==> config.mk <==
export PLATFORM = sky130hd
export DESIGN_NAME = dmem_arbiter_flat
export DESIGN_NICKNAME = d
export VERILOG_FILES = /design/src/rtl/dmem_arb_pkg.sv /design/src/rtl/dmem_arbiter_if.sv /design/src/rtl/dmem_arbiter.sv /design/src/flat_wrapper.sv
export SDC_FILE = /design/constraint.sdc
export NUM_CORES = 1
export LEC_CHECK = 0
export CORE_MARGIN = 3
export CORE_UTILIZATION = 24
export DETAILED_ROUTE_END_ITERATION = 7
export PLACE_DENSITY = 0.82
export SETUP_SLACK_MARGIN = 0.2
export SYNTH_ARGS = -nofsm -noshare
export SYNTH_HDL_FRONTEND = slang
export SYNTH_SLANG_ARGS = --single-unit
export TNS_END_PERCENT = 50
==> constraint.sdc <==
create_clock -name clock -period 1.4 [get_ports clock]
set_input_delay 0.28 -clock clock [delete_from_list [all_inputs] [get_ports clock]]
set_output_delay 0.28 -clock clock [all_outputs]
set_load 0.1 [all_outputs]
==> src/rtl/dmem_arb_pkg.sv <==
// Shared types and constants for the data-memory arbiter: FSM state encoding,
// default bus widths, requester indices and the next-owner select function.
package dmem_arb_pkg;

    localparam int DEF_ADDR_W = 13;
    localparam int DEF_DATA_W = 32;

    // Requester indices: 0 = processor, 1 = sprite/state updater
    localparam logic REQ0 = 1'b0;
    localparam logic REQ1 = 1'b1;

    typedef enum logic [1:0] {
        IDLE = 2'd0,
        OWN0 = 2'd1,
        OWN1 = 2'd2
    } state_t;

    // Picks the owner when leaving IDLE; the caller guarantees at least one request.
    // A tie goes to the requester that did not own last (round-robin) or to requester 0.
    function automatic logic next_owner(input logic req0, input logic req1,
                                        input logic rr_en, input logic last_owner);
        if (req0 && req1) return rr_en ? ~last_owner : REQ0;
        if (req0)         return REQ0;
        return REQ1;
    endfunction

endpackage

==> src/rtl/dmem_arbiter_if.sv <==
// Requester and shared-memory signal bundle for dmem_arbiter.
// slave = arbiter side, master = requesters plus memory side.
interface dmem_arbiter_if import dmem_arb_pkg::*; #(
    parameter int ADDR_W = DEF_ADDR_W,
    parameter int DATA_W = DEF_DATA_W
);
    logic              req0, req1;
    logic [ADDR_W-1:0] addr0, addr1;
    logic [DATA_W-1:0] wdata0, wdata1;
    logic              wren0, wren1;
    logic              gnt0, gnt1;
    logic              rvalid0, rvalid1;
    logic [DATA_W-1:0] rdata;
    logic [ADDR_W-1:0] mem_address;
    logic [DATA_W-1:0] mem_data_in;
    logic              mem_wren;
    logic [DATA_W-1:0] mem_q;

    modport slave (
        input  req0, req1, addr0, addr1, wdata0, wdata1, wren0, wren1, mem_q,
        output gnt0, gnt1, rvalid0, rvalid1, rdata, mem_address, mem_data_in, mem_wren
    );

    modport master (
        output req0, req1, addr0, addr1, wdata0, wdata1, wren0, wren1, mem_q,
        input  gnt0, gnt1, rvalid0, rvalid1, rdata, mem_address, mem_data_in, mem_wren
    );
endinterface

==> src/rtl/dmem_arbiter.sv <==
// Two-requester arbiter for a single-port data memory with one-cycle read latency.
// Default build: fixed priority, requester 0 always wins and is never preempted.
// Define ARB_RR_EN for round-robin ties and MAX_HOLD preemption.
module dmem_arbiter import dmem_arb_pkg::*; #(
    parameter int ADDR_W   = DEF_ADDR_W,
    parameter int DATA_W   = DEF_DATA_W,
    parameter int MAX_HOLD = 4
) (
    input  logic            clock,
    input  logic            reset_btn,
    dmem_arbiter_if.slave   bus
);

`ifdef ARB_RR_EN
    localparam logic RR_EN = 1'b1;
`else
    localparam logic RR_EN = 1'b0;
`endif

    localparam int              HOLD_W    = (MAX_HOLD > 1) ? $clog2(MAX_HOLD) : 1;
    localparam logic [HOLD_W-1:0] HOLD_LAST = HOLD_W'(MAX_HOLD - 1);

    state_t              state, state_next;
    logic [HOLD_W-1:0]   hold_cnt;
    logic                last_owner;
    logic                rvalid0_q, rvalid1_q;
    logic                issue0, issue1;
    logic                hold_at_max;
    logic                preempt0, preempt1;
    logic [ADDR_W-1:0]   addr_sel;
    logic [DATA_W-1:0]   data_sel;
    logic                wren_sel;

    assign issue0      = (state == OWN0) && bus.req0;
    assign issue1      = (state == OWN1) && bus.req1;
    assign hold_at_max = (hold_cnt == HOLD_LAST);

    // Preemption of the current owner while it still requests; the fixed-priority
    // build lets requester 0 take over OWN1 at once and never gives up OWN0.
    assign preempt0 = RR_EN && bus.req1 && hold_at_max;
    assign preempt1 = bus.req0 && (!RR_EN || hold_at_max);

    // State register with synchronous active-low reset
    always_ff @(posedge clock) begin
        if (!reset_btn) state <= IDLE;
        else            state <= state_next;
    end

    // Next-state selection
    always_comb begin
        state_next = state;
        case (state)
            IDLE: begin
                if (bus.req0 || bus.req1)
                    state_next = (next_owner(bus.req0, bus.req1, RR_EN, last_owner) == REQ1)
                                 ? OWN1 : OWN0;
            end
            OWN0: begin
                if (!bus.req0)    state_next = bus.req1 ? OWN1 : IDLE;
                else if (preempt0) state_next = OWN1;
            end
            OWN1: begin
                if (!bus.req1)    state_next = bus.req0 ? OWN0 : IDLE;
                else if (preempt1) state_next = OWN0;
            end
            default: state_next = IDLE;
        endcase
    end

    // Hold counter restarts on each new ownership; last_owner records who just left
    always_ff @(posedge clock) begin
        if (!reset_btn) begin
            hold_cnt   <= '0;
            last_owner <= REQ1;
        end else begin
            if (state_next != state || state_next == IDLE)
                hold_cnt <= '0;
            else if (!hold_at_max)
                hold_cnt <= hold_cnt + 1'b1;
            if (state != IDLE && state_next != state)
                last_owner <= (state == OWN1) ? REQ1 : REQ0;
        end
    end

    // Read-valid flags follow the issuing requester, even if the grant moves on
    always_ff @(posedge clock) begin
        if (!reset_btn) begin
            rvalid0_q <= 1'b0;
            rvalid1_q <= 1'b0;
        end else begin
            rvalid0_q <= issue0 && !bus.wren0;
            rvalid1_q <= issue1 && !bus.wren1;
        end
    end

    // Shared memory port: driven by the issuing owner, zero otherwise
    always_comb begin
        addr_sel = '0;
        data_sel = '0;
        wren_sel = 1'b0;
        if (issue0) begin
            addr_sel = bus.addr0;
            data_sel = bus.wdata0;
            wren_sel = bus.wren0;
        end else if (issue1) begin
            addr_sel = bus.addr1;
            data_sel = bus.wdata1;
            wren_sel = bus.wren1;
        end
    end

    assign bus.gnt0        = (state == OWN0);
    assign bus.gnt1        = (state == OWN1);
    assign bus.rvalid0     = rvalid0_q;
    assign bus.rvalid1     = rvalid1_q;
    assign bus.rdata       = bus.mem_q;
    assign bus.mem_address = addr_sel;
    assign bus.mem_data_in = data_sel;
    assign bus.mem_wren    = wren_sel;

endmodule

==> src/flat_wrapper.sv <==
// flat-port wrapper written by rule: the top's interface ports become plain ports
module dmem_arbiter_flat import dmem_arb_pkg::*;
#(
    parameter int ADDR_W   = DEF_ADDR_W,
    parameter int DATA_W   = DEF_DATA_W,
    parameter int MAX_HOLD = 4
)
  (clock, reset_btn, bus_req0, bus_req1, bus_addr0, bus_addr1, bus_wdata0, bus_wdata1, bus_wren0, bus_wren1, bus_mem_q, bus_gnt0, bus_gnt1, bus_rvalid0, bus_rvalid1, bus_rdata, bus_mem_address, bus_mem_data_in, bus_mem_wren);
  dmem_arbiter_if #(.ADDR_W(ADDR_W), .DATA_W(DATA_W)) bus_i ();
  input  logic clock;
  input  logic reset_btn;
  input wire logic [$bits(bus_i.req0)-1:0] bus_req0;
  input wire logic [$bits(bus_i.req1)-1:0] bus_req1;
  input wire logic [$bits(bus_i.addr0)-1:0] bus_addr0;
  input wire logic [$bits(bus_i.addr1)-1:0] bus_addr1;
  input wire logic [$bits(bus_i.wdata0)-1:0] bus_wdata0;
  input wire logic [$bits(bus_i.wdata1)-1:0] bus_wdata1;
  input wire logic [$bits(bus_i.wren0)-1:0] bus_wren0;
  input wire logic [$bits(bus_i.wren1)-1:0] bus_wren1;
  input wire logic [$bits(bus_i.mem_q)-1:0] bus_mem_q;
  output wire logic [$bits(bus_i.gnt0)-1:0] bus_gnt0;
  output wire logic [$bits(bus_i.gnt1)-1:0] bus_gnt1;
  output wire logic [$bits(bus_i.rvalid0)-1:0] bus_rvalid0;
  output wire logic [$bits(bus_i.rvalid1)-1:0] bus_rvalid1;
  output wire logic [$bits(bus_i.rdata)-1:0] bus_rdata;
  output wire logic [$bits(bus_i.mem_address)-1:0] bus_mem_address;
  output wire logic [$bits(bus_i.mem_data_in)-1:0] bus_mem_data_in;
  output wire logic [$bits(bus_i.mem_wren)-1:0] bus_mem_wren;
  assign bus_i.req0 = bus_req0;
  assign bus_i.req1 = bus_req1;
  assign bus_i.addr0 = bus_addr0;
  assign bus_i.addr1 = bus_addr1;
  assign bus_i.wdata0 = bus_wdata0;
  assign bus_i.wdata1 = bus_wdata1;
  assign bus_i.wren0 = bus_wren0;
  assign bus_i.wren1 = bus_wren1;
  assign bus_i.mem_q = bus_mem_q;
  assign bus_gnt0 = bus_i.gnt0;
  assign bus_gnt1 = bus_i.gnt1;
  assign bus_rvalid0 = bus_i.rvalid0;
  assign bus_rvalid1 = bus_i.rvalid1;
  assign bus_rdata = bus_i.rdata;
  assign bus_mem_address = bus_i.mem_address;
  assign bus_mem_data_in = bus_i.mem_data_in;
  assign bus_mem_wren = bus_i.mem_wren;
  dmem_arbiter #(.ADDR_W(ADDR_W), .DATA_W(DATA_W), .MAX_HOLD(MAX_HOLD)) u_core (.clock(clock), .reset_btn(reset_btn), .bus(bus_i));
endmodule
== Yosys cells after proc, flatten, opt, wreduce, memory -nomap -nowiden ==
Cells that the tools add are included.

* Flip-flop bits (word level): 4
* Bits of input ports: 128
* Output and inout bits: 82
* Logic and storage cells: 45

* Equality and inequality tests: 5
* Mux-type cells: 27
* Reductions and logical operators: 10

{| class="wikitable"
|+ Operator list
! operator !! number
|-
| 32-bit 2-to-1 mux || 2
|-
| 13-bit 2-to-1 mux || 2
|-
| 1-bit 2-to-1 mux || 16
|-
| 2-bit 2-to-1 mux || 6
|-
| 2-bit one-hot mux with 3 select lines || 1
|-
| 1-bit logical AND || 5
|-
| 3-bit != test, second input constant || 1
|-
| 3-bit AND reduction || 1
|-
| 2-bit by 1-bit equality test with 1-bit output, second input constant || 1
|-
| 2-bit equality test, second input constant || 1
|-
| 1-bit logical NOT || 2
|-
| 2-bit logical NOT || 1
|-
| 2-bit by 1-bit != test with 1-bit output, second input constant || 1
|-
| 2-bit != test, second input constant || 1
|-
| 1-bit logical OR || 1
|}

== Longest topological paths before layout ==
* Depth in word-level cells: 14
* Depth in mapped cells: 5
* Depth with buffers taken out: 2

== Worst setup path before layout ==
No wires, ideal clock.

* Path type: flip-flop to output port
* Start: register u_core.state[0]
* End: output bus_mem_address[10]
* Data arrival time: 2.177 ns
* Required time: 1.120 ns
* Setup slack: -1.057 ns
* Stages on the path, launching flop included: 5
* Buffers on the path: 2
* Cells stage by stage: dfxtp_1 -> buf_2 -> nand2b_4 -> buf_2 -> o22ai_1

* Cells in the longest elaborated chain, start to end: 4
* Elaborated cells on any way between the ends: 6
* Those cells by class: eq/ne (2); mux (2); reduce/logical (2)

{| class="wikitable"
|+ RTL lines
! item !! line !! source
|-
| start, declared || dmem_arbiter.sv:23 || <nowiki>state_t state, state_next;</nowiki>
|-
| start signal, assigned || dmem_arbiter.sv:46 || <nowiki>else state <= state_next;</nowiki>
|-
| 2-bit equality test || dmem_arbiter.sv:35 || <nowiki>assign issue1 = (state == OWN1) && bus.req1;</nowiki>
|-
| 1-bit logical AND || dmem_arbiter.sv:35 ||
|-
| 13-bit 2-to-1 mux || dmem_arbiter.sv:105 || <nowiki>end else if (issue1) begin</nowiki>
|-
| 13-bit 2-to-1 mux (*) || dmem_arbiter.sv:101 || <nowiki>if (issue0) begin</nowiki>
|-
| end, declared || flat_wrapper.sv:26 || <nowiki>output wire logic [$bits(bus_i.mem_address)-1:0] bus_mem_address;</nowiki>
|}

Every way passes the cells marked *; elsewhere a longest branch is shown, timed or not.

== Final worst setup path ==
* Start: register u_core.state[0]
* End: output bus_mem_data_in[24]

* Cells in the longest elaborated chain, start to end: 4
* Elaborated cells on any way between the ends: 6
* Those cells by class: eq/ne (2); mux (2); reduce/logical (2)

{| class="wikitable"
|+ RTL lines
! item !! line !! source
|-
| 2-bit equality test || dmem_arbiter.sv:35 ||
|-
| 1-bit logical AND || dmem_arbiter.sv:35 ||
|-
| 32-bit 2-to-1 mux || dmem_arbiter.sv:105 ||
|-
| 32-bit 2-to-1 mux (*) || dmem_arbiter.sv:101 ||
|-
| end, declared || flat_wrapper.sv:27 || <nowiki>output wire logic [$bits(bus_i.mem_data_in)-1:0] bus_mem_data_in;</nowiki>
|}

Marked as above.

==> reports/summary.txt <==
status -> finished, violations left
failing checks -> negative setup slack
WHS Endpoint -> u_core.state[1]
Synth area leader -> o22ai_2
synth top area cells -> o22ai_2 26%, buf_4 19%, nand3_1 16%, nand2_1 12%, o22ai_1 6.9%
clock latency on the worst-skew pair -> 0.22 ns
HP Start -> bus_req1
Worst Path Buf+Inv -> 2
gr ovfl total -> 0
Final period util -> 118.4%
CTS root buf -> clkbuf_8
fillcell total -> 388
Tot GR Track Use -> 18.87%
final setup vio count -> 48
mapped cell area -> 1445 um2
Initial Utilization -> 25.46%
WL met3 -> 476 um
layout cells sized above 1 -> 42.51%
dpl ws -> -0.3531 ns
CP arrival -> 1.38 ns
Yosys cell types -> 15
vias in the first global route -> 2218
routed wl met2 -> 3.823 mm
H-tree depth -> 1
hold buffer count at CTS -> 0
worst-path fanout max -> 15
CP Launch Type -> flop
Port Buf Inserts -> 145
clock skew -> 0.005545 ns
RR Endpoint -> u_core.state[1]
Pwr Total -> 1.822 mW
post-synthesis sequential area ratio -> 5.541%
Max stage delay on crit path -> 0.36 ns
Yosys top cell area share -> 25.97%
switching power -> 0.8350 mW
global-route wire length before repair -> 11.00 mm
Routed Antenna Nets -> 0
Leak -> 1.287 nW
row count -> 27
maximum vdd drop -> 0.2570 mV
CTS tree -> yes
critical path class -> reg -> out
worst-path cell chain -> nand2b_4 -> buf_12 -> o22ai_4 -> buf_12
Slew @ Worst Pin -> 0.1972 ns
clock sink total -> 4
total of max-cap violations -> 0
Post-Layout Cell Count -> 399
DP Cell Count -> 389
setup repair after global routing missed its margin -> yes
Final Hold Violating Endpoints -> 0
clock slew at reported path FFs -> 0.03 ns
num ports -> 210
DIE AREA -> 6988 um2
Syn Area/Cell -> 6.849 um2
Final WS setup -> -0.2583 ns
Reg2Reg Setup Slack -> 0.26 ns
Core ar. -> 5675 um2
DRC Markers -> 0
Final Net Count -> 456
pwr dens -> 451.4 nW/um2
Die Y -> 83.60 um
dpl hpwl -> 5.433 mm
Die W -> 83.60 um
CP endpoint kind -> primary output
routed len/inst -> 17.33 um
vias post-DR -> 2056
largest net degree at the start of global routing -> 24
combinational power share -> 78.9%
final core area utilization -> 71.12%
antenna violations before repair -> 0
final WL -> 6.914 mm
Post-Synthesis Cells -> 211
post-synth net total -> 339
#FFs+latches synth -> 4
worst r2r path cells -> 4
clock network power share -> 14.1%
critical path's most frequent cell -> buf_12
achievable frequency -> 603.0 MHz
number of antenna diodes -> 0
drt first pass iters -> 4
Avg Vias per Cell -> 5.153
Seq pwr share -> 7.0%
GPL Wtd Cong -> 0.7872
worst min-delay path class -> in -> reg
P&R area growth vs syn -> 179.3%
Power Internal -> 0.9869 mW
Worst Hold Path Cells -> 2
total CTS buffers -> 3
1st-iter DRT viols -> 57
DR top layer -> met4
Max clock buf depth -> 2
WL met1 -> 2.418 mm
Crit Reg-Reg Startpoint -> u_core.state[1]
switching part of the total -> 45.83%
Synth warnings -> 0
Slew HR -> 86.85%
crit path time final -> 1.658 ns
CP delay by family, top -> buffers and inverters
final-report max-slew violation count -> 0
Critical Path RT -> 1.12 ns
Crit-path slowest cell -> dfxtp_4
registers in the layout, indices dropped and copies added, names as in the netlist:
| name | count |
|---|---|
| u_core.bus.rvalid0 | 1 |
| u_core.state | 2 |
| u_core.bus.rvalid1 | 1 |
kinds of logic (layout without fill, tap and decap cells):
family	after synthesis	after routing	synth area share, %
AO/OA/AOI/OAI	46	46	32.90
flip-flops	4	4	5.541
buffers and inverters	59	175	29.00
AND/OR/NAND/NOR	102	102	32.55
stage by stage:
| stage | hold WS [ns] | area (um2) | setup TNS (ns) |
|---|---|---|---|
| 6_report | 0.5435 | 4036 | -10.63 |
| 5_1_grt | 0.5601 | 4036 | -12.65 |
| 4_1_cts | 0.5480 | 3994 | -10.89 |
| 3_5_place_dp | 0.5607 | 3829 | -14.77 |
| 3_3_place_gp | 0.5607 | 3829 | -13.85 |
| 2_1_floorplan | 0.3567 | 1964 | -12.06 |
layout make-up:
| cell class | instances | area (um2) | share of cell area (%) |
|---|---|---|---|
| Timing Repair Buffer | 171 | 2385 | 59.08 |
| Multi-Input combinational cell | 148 | 1429 | 35.40 |
| Tap cell | 72 | 90.09 | 2.232 |
| Sequential cell | 4 | 87.58 | 2.170 |
| Clock buffer | 4 | 45.04 | 1.116 |
layer usage:
layer / global-route usage [%] / vias to the layer above
met1: 19.87 / 954
met3: 3.159 / 22
met4: 7.602 / 0
li1: - / 965
met5: 0 / -
met2: 36.51 / 115
power groups by stage:
| stage | Combinational (mW) | Clock, mW | Sequential [mW] |
|---|---|---|---|
| 3_3_place_gp | 1.37 | 0 | 0.128 |
| 6_report | 1.44 | 0.257 | 0.127 |
| 4_1_cts | 1.43 | 0.264 | 0.126 |
| 3_5_place_dp | 1.39 | 0 | 0.128 |
| 2_1_floorplan | 1.23 | 0 | 0.126 |
| 5_1_grt | 1.49 | 0.276 | 0.127 |
cells in the mapped netlist, drive strengths merged:
cell	number
nor2	1
nand2b	1
and3	1
buf	59
nand2	48
nor2b	2
nand4b	1
nor3	1
o22ai	46
and4b	1
nand3	46
dfxtp	4
cell usage in the layout, fill, tap and decap left out:
master and instances:
buf_2 1, clkbuf_8 3, nand3_2 1, dlygate4sd2_1 1, nor3_1 1, dfxtp_1 2
nand2b_4 1, nand4b_1 1, and3_1 1, clkbuf_16 1, o22ai_4 46, nor2_1 1
bufbuf_16 1, dfxtp_4 2, nand2_2 7, buf_16 2, buf_6 3, buf_12 62
clkbuf_1 1, clkdlybuf4s50_1 93, nand2_1 41, nand3_1 45, buf_4 7, nor2b_4 2
and4b_1 1
worst max path at each step:
stage	slack, ns	cells after the start	end	start
2_1_floorplan	-0.29	5	bus_mem_data_in[10]	u_core.state[0]
3_3_place_gp	-0.32	5	bus_mem_data_in[12]	bus_req1
5_1_grt	-0.30	4	bus_mem_data_in[24]	u_core.state[0]
3_5_place_dp	-0.35	5	bus_mem_data_in[0]	bus_req1
6_report	-0.26	4	bus_mem_data_in[24]	u_core.state[0]
4_1_cts	-0.27	4	bus_mem_data_in[24]	u_core.state[1]
repair_timing:
action / 4_1_cts / 5_1_grt
buffers inserted: 3 / 0
gates resized for setup: 11 / 7
gates cloned: 2 / 1
pin swaps: 0 / 2
endpoints found under the hold margin: 0 / 0
setup endpoints to repair: 48 / 48
Note: power is estimated with default switching activity, not from simulation.
